## src/rtl/lif_soma_array.sv

```systemverilog
// lif_soma_array
// Membrane-voltage store for NUM_CH leaky integrate-and-fire neurons. One
// channel update is accepted per cycle from the time-multiplexed synapse
// summation front end. Each accepted update applies a proportional leak,
// integrates the input terms, clamps the result to [0, 2^WIDTH-1] and fires
// when the clamped value reaches THRESHOLD.
//
// Ports:
//   clk           rising-edge clock
//   reset         synchronous active-high reset
//   i_valid       update request for channel i_ch this cycle
//   i_ch          target channel
//   i_sum_excit   excitatory sum (unsigned)
//   i_sum_inhibit inhibitory sum (unsigned, subtracted)
//   i_cond_decay  conductance decay term (unsigned, added)
//   o_voltage     flattened voltages, channel c at [c*WIDTH +: WIDTH]
//   o_spike       per-channel one-cycle spike pulse
//   o_refrac      channel is refractory (counter nonzero)
//   o_spike_cnt   total spikes since reset, wrapping
//   o_err         one-cycle pulse for i_valid with i_ch >= NUM_CH
module lif_soma_array #(
    parameter int unsigned       WIDTH         = 14,
    parameter int unsigned       NUM_CH        = 4,
    parameter logic [WIDTH-1:0]  THRESHOLD     = 14'h1300,
    parameter int unsigned       LEAK_SHIFT    = 4,
    parameter int unsigned       REFRAC_CYCLES = 3,
    parameter int unsigned       RESET_MODE    = 0,
    parameter int unsigned       CNT_W         = 16,
    localparam int unsigned      CHW           = (NUM_CH > 1) ? $clog2(NUM_CH) : 1
) (
    input  logic                     clk,
    input  logic                     reset,
    input  logic                     i_valid,
    input  logic [CHW-1:0]           i_ch,
    input  logic [WIDTH-1:0]         i_sum_excit,
    input  logic [WIDTH-1:0]         i_sum_inhibit,
    input  logic [WIDTH-1:0]         i_cond_decay,
    output logic [NUM_CH*WIDTH-1:0]  o_voltage,
    output logic [NUM_CH-1:0]        o_spike,
    output logic [NUM_CH-1:0]        o_refrac,
    output logic [CNT_W-1:0]         o_spike_cnt,
    output logic                     o_err
);

    localparam int unsigned RCW = (REFRAC_CYCLES > 0) ? $clog2(REFRAC_CYCLES + 1) : 1;
    // One bit beyond WIDTH+2: v + excit + decay can approach 3*2^WIDTH, and the
    // extra headroom keeps that worst case from wrapping before the clamp.
    localparam int unsigned AW  = WIDTH + 3;

    logic [WIDTH-1:0] v_q  [NUM_CH];
    logic [WIDTH-1:0] v_d  [NUM_CH];
    logic [RCW-1:0]   rc_q [NUM_CH];
    logic [RCW-1:0]   rc_d [NUM_CH];
    logic [NUM_CH-1:0] spike_q, spike_d;
    logic [CNT_W-1:0]  cnt_q, cnt_d;
    logic              err_q, err_d;

    logic             ch_ok;
    logic             sel_idle;
    logic             accept;
    logic             fire;
    logic [WIDTH-1:0] v_sel;
    logic [WIDTH-1:0] leak;
    logic [AW-1:0]    n_sum;
    logic [WIDTH-1:0] ns;

    // Operand selection, integration and clamp for the addressed channel.
    always_comb begin
        ch_ok    = (32'(i_ch) < NUM_CH);
        v_sel    = '0;
        sel_idle = 1'b0;
        for (int unsigned c = 0; c < NUM_CH; c++) begin
            if (32'(i_ch) == c) begin
                v_sel    = v_q[c];
                sel_idle = (rc_q[c] == '0);
            end
        end
        accept = i_valid && ch_ok && sel_idle;

        leak = (LEAK_SHIFT == 0) ? '0 : (v_sel >> LEAK_SHIFT);
        n_sum = AW'(v_sel) - AW'(leak) + AW'(i_sum_excit) + AW'(i_cond_decay)
              - AW'(i_sum_inhibit);

        // Sign bit set -> negative result; any bit above WIDTH -> overflow.
        if (n_sum[AW-1]) begin
            ns = '0;
        end else if (|n_sum[AW-2:WIDTH]) begin
            ns = '1;
        end else begin
            ns = n_sum[WIDTH-1:0];
        end
        fire = (ns >= THRESHOLD);
    end

    // Next-state: refractory countdown runs every edge; the per-channel
    // INTEGRATE/FIRE/REFRACTORY state is fully encoded by rc.
    always_comb begin
        spike_d = '0;
        cnt_d   = cnt_q;
        err_d   = i_valid && !ch_ok;
        for (int unsigned c = 0; c < NUM_CH; c++) begin
            v_d[c]  = v_q[c];
            rc_d[c] = (rc_q[c] != '0) ? (rc_q[c] - 1'b1) : rc_q[c];
        end
        if (accept) begin
            for (int unsigned c = 0; c < NUM_CH; c++) begin
                if (32'(i_ch) == c) begin
                    if (fire) begin
                        v_d[c]     = (RESET_MODE == 1) ? (ns - THRESHOLD) : '0;
                        rc_d[c]    = RCW'(REFRAC_CYCLES);
                        spike_d[c] = 1'b1;
                        cnt_d      = cnt_q + 1'b1;
                    end else begin
                        v_d[c] = ns;
                    end
                end
            end
        end
    end

    always_ff @(posedge clk) begin
        if (reset) begin
            for (int unsigned c = 0; c < NUM_CH; c++) begin
                v_q[c]  <= '0;
                rc_q[c] <= '0;
            end
            spike_q <= '0;
            cnt_q   <= '0;
            err_q   <= 1'b0;
        end else begin
            for (int unsigned c = 0; c < NUM_CH; c++) begin
                v_q[c]  <= v_d[c];
                rc_q[c] <= rc_d[c];
            end
            spike_q <= spike_d;
            cnt_q   <= cnt_d;
            err_q   <= err_d;
        end
    end

    always_comb begin
        o_voltage = '0;
        o_refrac  = '0;
        for (int unsigned c = 0; c < NUM_CH; c++) begin
            o_voltage[c*WIDTH +: WIDTH] = v_q[c];
            o_refrac[c]                 = (rc_q[c] != '0);
        end
    end

    assign o_spike     = spike_q;
    assign o_spike_cnt = cnt_q;
    assign o_err       = err_q;

endmodule
```

## config.mk

```make
export PLATFORM = sky130hd
export DESIGN_NAME = lif_soma_array
export DESIGN_NICKNAME = d
export VERILOG_FILES = /design/src/rtl/lif_soma_array.sv
export SDC_FILE = /design/constraint.sdc
export NUM_CORES = 1
export LEC_CHECK = 0
export BUFFER_PORTS_ARGS = -buffer_cell sky130_fd_sc_hd__buf_2
export CAP_MARGIN = 10
export CORE_UTILIZATION = 59
export CTS_BUF_LIST = sky130_fd_sc_hd__clkbuf_16
export CTS_CLUSTER_DIAMETER = 200
export DETAILED_ROUTE_END_ITERATION = 10
export PLACE_DENSITY = 0.87
export SYNTH_ARGS = -nofsm -noshare
export SYNTH_HDL_FRONTEND = slang
export SYNTH_SLANG_ARGS = --single-unit
```

## constraint.sdc

```tcl
create_clock -name clk -period 16.9 [get_ports clk]
set_clock_uncertainty 0.2 [all_clocks]
set_input_delay 0 -clock clk [delete_from_list [all_inputs] [get_ports clk]]
set_output_delay 0 -clock clk [all_outputs]
set_load 0.005 [all_outputs]
```

==> results of run 1 <==
## power groups by stage
| stage | clock network (mW) | logic [mW] | registers (mW) |
|---|---|---|---|
| final | 0.214 | 0.403 | 0.212 |
| after global routing | 0.223 | 0.445 | 0.213 |
| after CTS | 0.214 | 0.396 | 0.212 |
| after detailed placement | 0 | 0.391 | 0.216 |
| after global placement | 0 | 0.377 | 0.216 |
| after floorplan | 0 | 0.295 | 0.216 |
## cells by family (layout without fill, tap and decap cells)
family          Yosys count  in the layout  share of synthesized area
compound gates          148            148                     0.1720
xor+xnor                 19             19                    0.03105
simple gates            188            188                     0.1646
flops                    84             84                     0.3137
fa+ha+maj                57             57                     0.1751
mux                      17             17                    0.06466
buf+inv                 108            228                    0.07820
other cells               1              1                  0.0006996
## repair_timing
| action | in CTS | in global routing |
|---|---|---|
| buffers inserted | 0 | 0 |
| hold buffers | 2 | 0 |
| endpoints found under the hold margin | 18 | 0 |
## routing by layer
metal,track usage,part of all wire,vias up
li1,-,-,2360
met1,0.3722,0.39,2376
met2,0.5460,0.50,271
met3,0.05108,0.084,41
met4,0.1290,0.032,0
met5,0,0,-
## critical path, stage by stage (launching register included)
cell and delay [ns]:
dfxtp_1 0.32, mux4_2 0.49, ha_1 0.25, fa_1 0.41, nor2b_1 0.16, o21ai_0 0.12, a21boi_0 0.25, o21a_1 0.16
o21ai_0 0.09, nand2b_1 0.11, a41o_1 0.24, nor2_1 0.07, xnor2_1 0.20, fa_1 0.45, ha_1 0.38, and3_1 0.24
a221o_1 0.34, a21oi_1 0.24, nand2_1 0.10, xnor2_1 0.36, a31o_1 0.18, and2_4 0.27, nand3_1 0.46, o21ai_0 0.36
## cell type report
type | instances | area [µm²]
fillers | 702 | 2396
flip-flops and latches | 84 | 1682
repair buffers | 128 | 650.6
multi-input cells | 430 | 3259
inverters | 84 | 315.3
clock buffers | 9 | 225.2
clock inverters | 7 | 100.1
well taps | 108 | 135.1
## cells in the mapped netlist, drive strengths merged, types with 3 or more instances
cell / n
dfxtp: 84
inv: 84
nand2: 79
o21ai: 64
nor2: 31
fa: 30
ha: 27
a21oi: 26
clkbuf: 19
nand3: 18
mux4: 14
xnor2: 14
and3: 10
a21o: 9
o22ai: 8
o31ai: 8
or3: 8
nor3: 7
nand2b: 6
nor2b: 6
buf: 5
or4: 5
xor2: 5
and2: 4
nand4: 4
or2: 4
a211oi: 3
a21bo: 3
a31o: 3
nand3b: 3
nor4: 3
## metrics by stage
step	power (mW)	hold WS (ns)	utilization	instance area (µm²)	setup WS (ns)
after floorplan	0.5106	0.01503	-	5360	10.34
after global placement	0.5924	0.1824	0.6872	6022	10.40
after detailed placement	0.6075	0.1819	0.6872	6022	10.15
after CTS	0.8220	0.06152	0.7266	6367	10.43
after global routing	0.8812	0.09161	0.7266	6367	9.845
final	0.8295	0.05646	0.7266	6367	10.31
## state kept, by name (all words and copies together) (netlist names)
register and cells:
rc_q 8, o_spike 4, v_q 56, o_spike_cnt 16
## path summary, 6_finish.rpt
check / slack (ns) / to / startpoint
setup / recovery: 10.31 / v_q[2][9] / v_q[3][4]
hold / removal: 0.06 / v_q[2][0] / i_sum_excit[0]
hold reg to reg: 0.26 / rc_q[0][0] / rc_q[0][0]
setup reg to reg: 10.31 / v_q[2][9] / v_q[3][4]
==> results.toml, run 1 <==
[die]
fp-row-count = 34
die-height_um = 97.32
initial_utilization = 0.6117
pin_count = 128
coreArea_um2 = 8763
die_width_um = 97.32
dieArea_um2 = 9470

[power_and_ir_drop]
p_switching_uw = 342.5
internal-power_uw = 486.9
p_clk_frac = 0.258
power.share.switching = 0.4130
p_comb_frac = 0.486
power_per_cell_area_nw_per_um2 = 130.3
power.share.sequential = 0.256
power.static_leakage_nw = 3.026
vdd_ir_drop_max_mv = 0.08575

[final_layout]
final_non_filler_cell_total = 850
layout_commonest_cell = "buf_2"
drive_above_1_share = 0.2237
antenna_cells = 0
design.final.nets = 841
area_growth_pct = 18.79
mostFrequentLayoutCells = "126 x buf_2, 85 x inv_1, 84 x dfxtp_1"

[synth]
synth_top_cells_by_area = "dfxtp_1 31%, fa_1 11%, ha_1 6.3%"
fraction_of_registers_with_async_set_reset = 0
number_of_synthesized_flops_with_an_enable_pin = 0
synth_area_leader = "dfxtp_1"
mappedNetlistNets = 726
ys_types = 60
mappedNetlistArea_um2 = 5360
yosys_warnings = 0
netlist_instances = 622
synthFlopType = "dfxtp_1"
postSynthAreaPerCell_um2 = 8.618
postSynthRegisterBits = 84
synth_sequential_area_ratio = 0.3137
synthDominantCellAreaShare = 0.3137

[min_path]
hold_depth = 4
hold_path.class = "input pin to register"

[routing]
vias_per_cell = 5.939
routed_wire_length_per_instance_um = 16.75
route.detailed.drc = 0
drt_iter0_drc = 312
route.final.wire_length_mm = 14.24
route.antenna.remaining_nets = 0
detailedRoute.firstPassIterationCount = 5
num_vias = 5048

[clocking]
cts_inserted_buffers = 9
cts-htree-levels = 3
insertion_delay_ns = 0.34
clock_tree.root_cell = "clkbuf_16"
cts_tree = "yes"
cts.repair.resized = 0
clkTransAtPathRegs_ns = 0.07
clk_path_buf_depth = 2
tritoncts_num_sinks = 84

[place]
placedCellCount = 832
detailedPlacementHpwl_mm = 10.60
place_congestion = 0.9030
placement.io_buffers = 126

[worst_setup_path]
critical_path_class = "register to register"
worst_setup_path_end_kind = "register"
worst-endpoint-arrival_ns = 6.63
rr_worst_depth = 23
crit_required_ns = 16.94
crit_path_start_kind = "register"
crit_fanout = 21

[sta]
slew_viol_final = 0
final.period_utilization = 0.3901
rsz_0062_raised_after_global_routing = "no"
final.setup.tns_ns = 0
period_needed_ns = 6.593
final-setup-viol-count = 0
hold_viol = 0
max_clock_freq_ghz = 0.1517
transition_time_at_the_pin_with_the_least_slew_margin_ns = 1.143
timing.max_slew.rel_slack = 0.2349

[grt]
grt_antenna_before_repair = 0
gr-total-overflow = 0
grt_start_max_net_pins = 25
grt_first_pass_wirelength_mm = 23.59
groute.usage.overall = 0.3089
number_of_global_route_vias_before_repair = 5090

[run_status]
run_status = "finished clean"

[run]
timing.max_cap.violations = 0
(Power assumes the default switching activity.)
==> run 2: changes to the inputs <==
Settings changed: CORE_UTILIZATION 59 to 49, PLACE_DENSITY 0.87 to 0.77.
Clock period 16.9 ns to 5.8 ns, I/O delays scaled along.
==> run 2 against run 1 <==
The run now ends with negative setup slack left. Hold slack improved by 0.0083 ns. Cell area rose by 11%. Non-clock buffer count rose by 41. First-iteration DRC count rose by 0.32%. Sequential power rose to 2.9 times the previous value. Combinational power rose to 4.4 times the previous value. Die area rose by 20%. Final cell count rose by 8.0%. Power rose to 3.6 times the previous value. Wire length rose by 15%. Critical path type unchanged. Largest power group unchanged.
==> results.toml, run 2 (synthesis gave the netlist of run 1 again) <==
[run_status]
run_status = "complete, but fails checks"
violated_checks = "negative setup slack"

[worst_setup_path]
r2r_slack_ns = -0.03
critical_path.max_stage_delay_ns = 0.53
rr_worst_depth = 25
worst_setup_path_end_kind = "register"
crit_path_start_kind = "register"
worst-endpoint-arrival_ns = 5.90
crit_required_ns = 5.88
critical_path.reg2reg.startpoint = "v_q[3][1]"
critical_path_class = "register to register"
rr_endpoint = "o_spike_cnt[7]"
crit_fanout = 5
cp_slowest_cell = "mux4_2"

[min_path]
hold_depth = 4
hold-path-endpoint = "v_q[1][0]"
hold_path.class = "input pin to register"
worst_min_path_start = "i_sum_excit[0]"

[routing]
drt_iter0_drc = 313
num_vias = 5341
route.final.wire_length_mm = 16.43
vias_per_cell = 5.818
route.antenna.remaining_nets = 0
route.detailed.drc = 0
routed_wire_length_per_instance_um = 17.90
detailedRoute.firstPassIterationCount = 5

[sta]
post_route_setup_slack_ns = -0.02633
final.period_utilization = 1.005
final-setup-viol-count = 5
hold_viol = 0
max_clock_freq_ghz = 0.1716
period_needed_ns = 5.826
transition_time_at_the_pin_with_the_least_slew_margin_ns = 1.155
timing.max_slew.rel_slack = 0.2271
slew_viol_final = 0

[clocking]
clkTransAtPathRegs_ns = 0.06
clk_path_buf_depth = 2
cts_inserted_buffers = 9
clock_tree.root_cell = "clkbuf_16"
insertion_delay_ns = 0.34
cts_tree = "yes"
tritoncts_num_sinks = 84
cts-htree-levels = 3

[die]
fp-row-count = 37
die-height_um = 106.6
die_width_um = 106.6
coreArea_um2 = 10460
dieArea_um2 = 11360
pin_count = 128
initial_utilization = 0.5123

[final_layout]
drive_above_1_share = 0.3338
fill_cells = 820
seqCellArea_um2 = 1690
design.final.nets = 883
multi_input_area_um2 = 3601
area_growth_pct = 32.42
layout_commonest_cell = "buf_2"
final_util = 0.6784
max_reg_flops = 56
mostFrequentLayoutCells = "126 x buf_2, 82 x inv_1, 78 x nand2_1"
antenna_cells = 0
largest_register = "v_q"

[run]
timing.max_cap.violations = 0

[place]
pre_cts_ws_ns = -0.2485
detailedPlacementHpwl_mm = 11.38
placement.io_buffers = 126
place_congestion = 0.9434

[grt]
gr-total-overflow = 0
number_of_global_route_vias_before_repair = 5302
groute.usage.overall = 0.2840
grt_first_pass_wirelength_mm = 25.27
grt_start_max_net_pins = 23
grt_antenna_before_repair = 1

[power_and_ir_drop]
vdd_ir_drop_max_mv = 0.2584
power_per_cell_area_nw_per_um2 = 420.8
power.static_leakage_nw = 3.338
run 2: metrics by stage:
| step | hold WS (ns) | cells | cell area (µm²) | setup TNS [ns] | total power, mW |
|---|---|---|---|---|---|
| 3_3_place_gp | 0.1828 | 882 | 6264 | 0 | 1.879 |
| 3_5_place_dp | 0.1797 | 882 | 6264 | -11.95 | 1.937 |
| 2_1_floorplan | 0.01397 | 622 | 5396 | 0 | 1.509 |
| 4_1_cts | 0.03199 | 908 | 6766 | 0 | 2.697 |
| 5_1_grt | 0.08642 | 918 | 7098 | -3.958 | 3.131 |
| 6_report | 0.06478 | 918 | 7098 | -0.1006 | 2.987 |
run 2: layout make-up:
| type | instances | share of cell area |
|---|---|---|
| clock inverter | 5 | 0.01093 |
| timing repair buffer | 169 | 0.1435 |
| tap | 136 | 0.02397 |
| sequential | 84 | 0.2381 |
| inverter | 84 | 0.04442 |
| multi-input combinational | 431 | 0.5073 |
| clock buffer | 9 | 0.03173 |
run 2: critical path, delay by kind of cell, from the launching register on:
family | cells | cell delay [ns]
flops | 1 | 0.33
fa+ha+maj | 3 | 1.00
xor+xnor | 1 | 0.20
simple gates | 8 | 1.52
compound gates | 8 | 1.48
buf+inv | 4 | 0.50
mux | 1 | 0.53
run 2: repair_timing:
item / 4_1_cts / 5_1_grt
gates cloned: 1 / 0
resized for setup: 33 / 56
buffers inserted: 9 / 10
pin swaps: 14 / 40
setup endpoints to repair: 80 / 80
hold buffers: 2 / 0
endpoints found under the hold margin: 20 / 0
run 2: worst max-delay path by stage:
stage / from / end / slack (ns) / cells past startpoint
after global placement: i_ch[1] / o_spike_cnt[15] / 0.004 / 23
after detailed placement: i_ch[1] / v_q[2][11] / -0.25 / 25
final: v_q[3][1] / o_spike_cnt[7] / -0.03 / 25
after CTS: v_q[3][5] / o_spike_cnt[14] / 0.00004 / 25
after floorplan: i_ch[0] / o_spike_cnt[15] / 0.02 / 26
after global routing: v_q[3][1] / o_spike_cnt[6] / -0.18 / 26
run 2: power by group:
group	switching [mW]	internal (mW)
clock network	0.235	0.372
logic	0.943	0.820
registers	0.0175	0.601
run 2: routing by layer:
| layer | track usage | share of wire | vias up |
|---|---|---|---|
| met2 | 0.4899 | 0.49 | 276 |
| met1 | 0.3261 | 0.37 | 2564 |
| li1 | - | - | 2443 |
| met5 | 0 | 0.00079 | - |
| met4 | 0.1292 | 0.037 | 2 |
| met3 | 0.07903 | 0.095 | 56 |
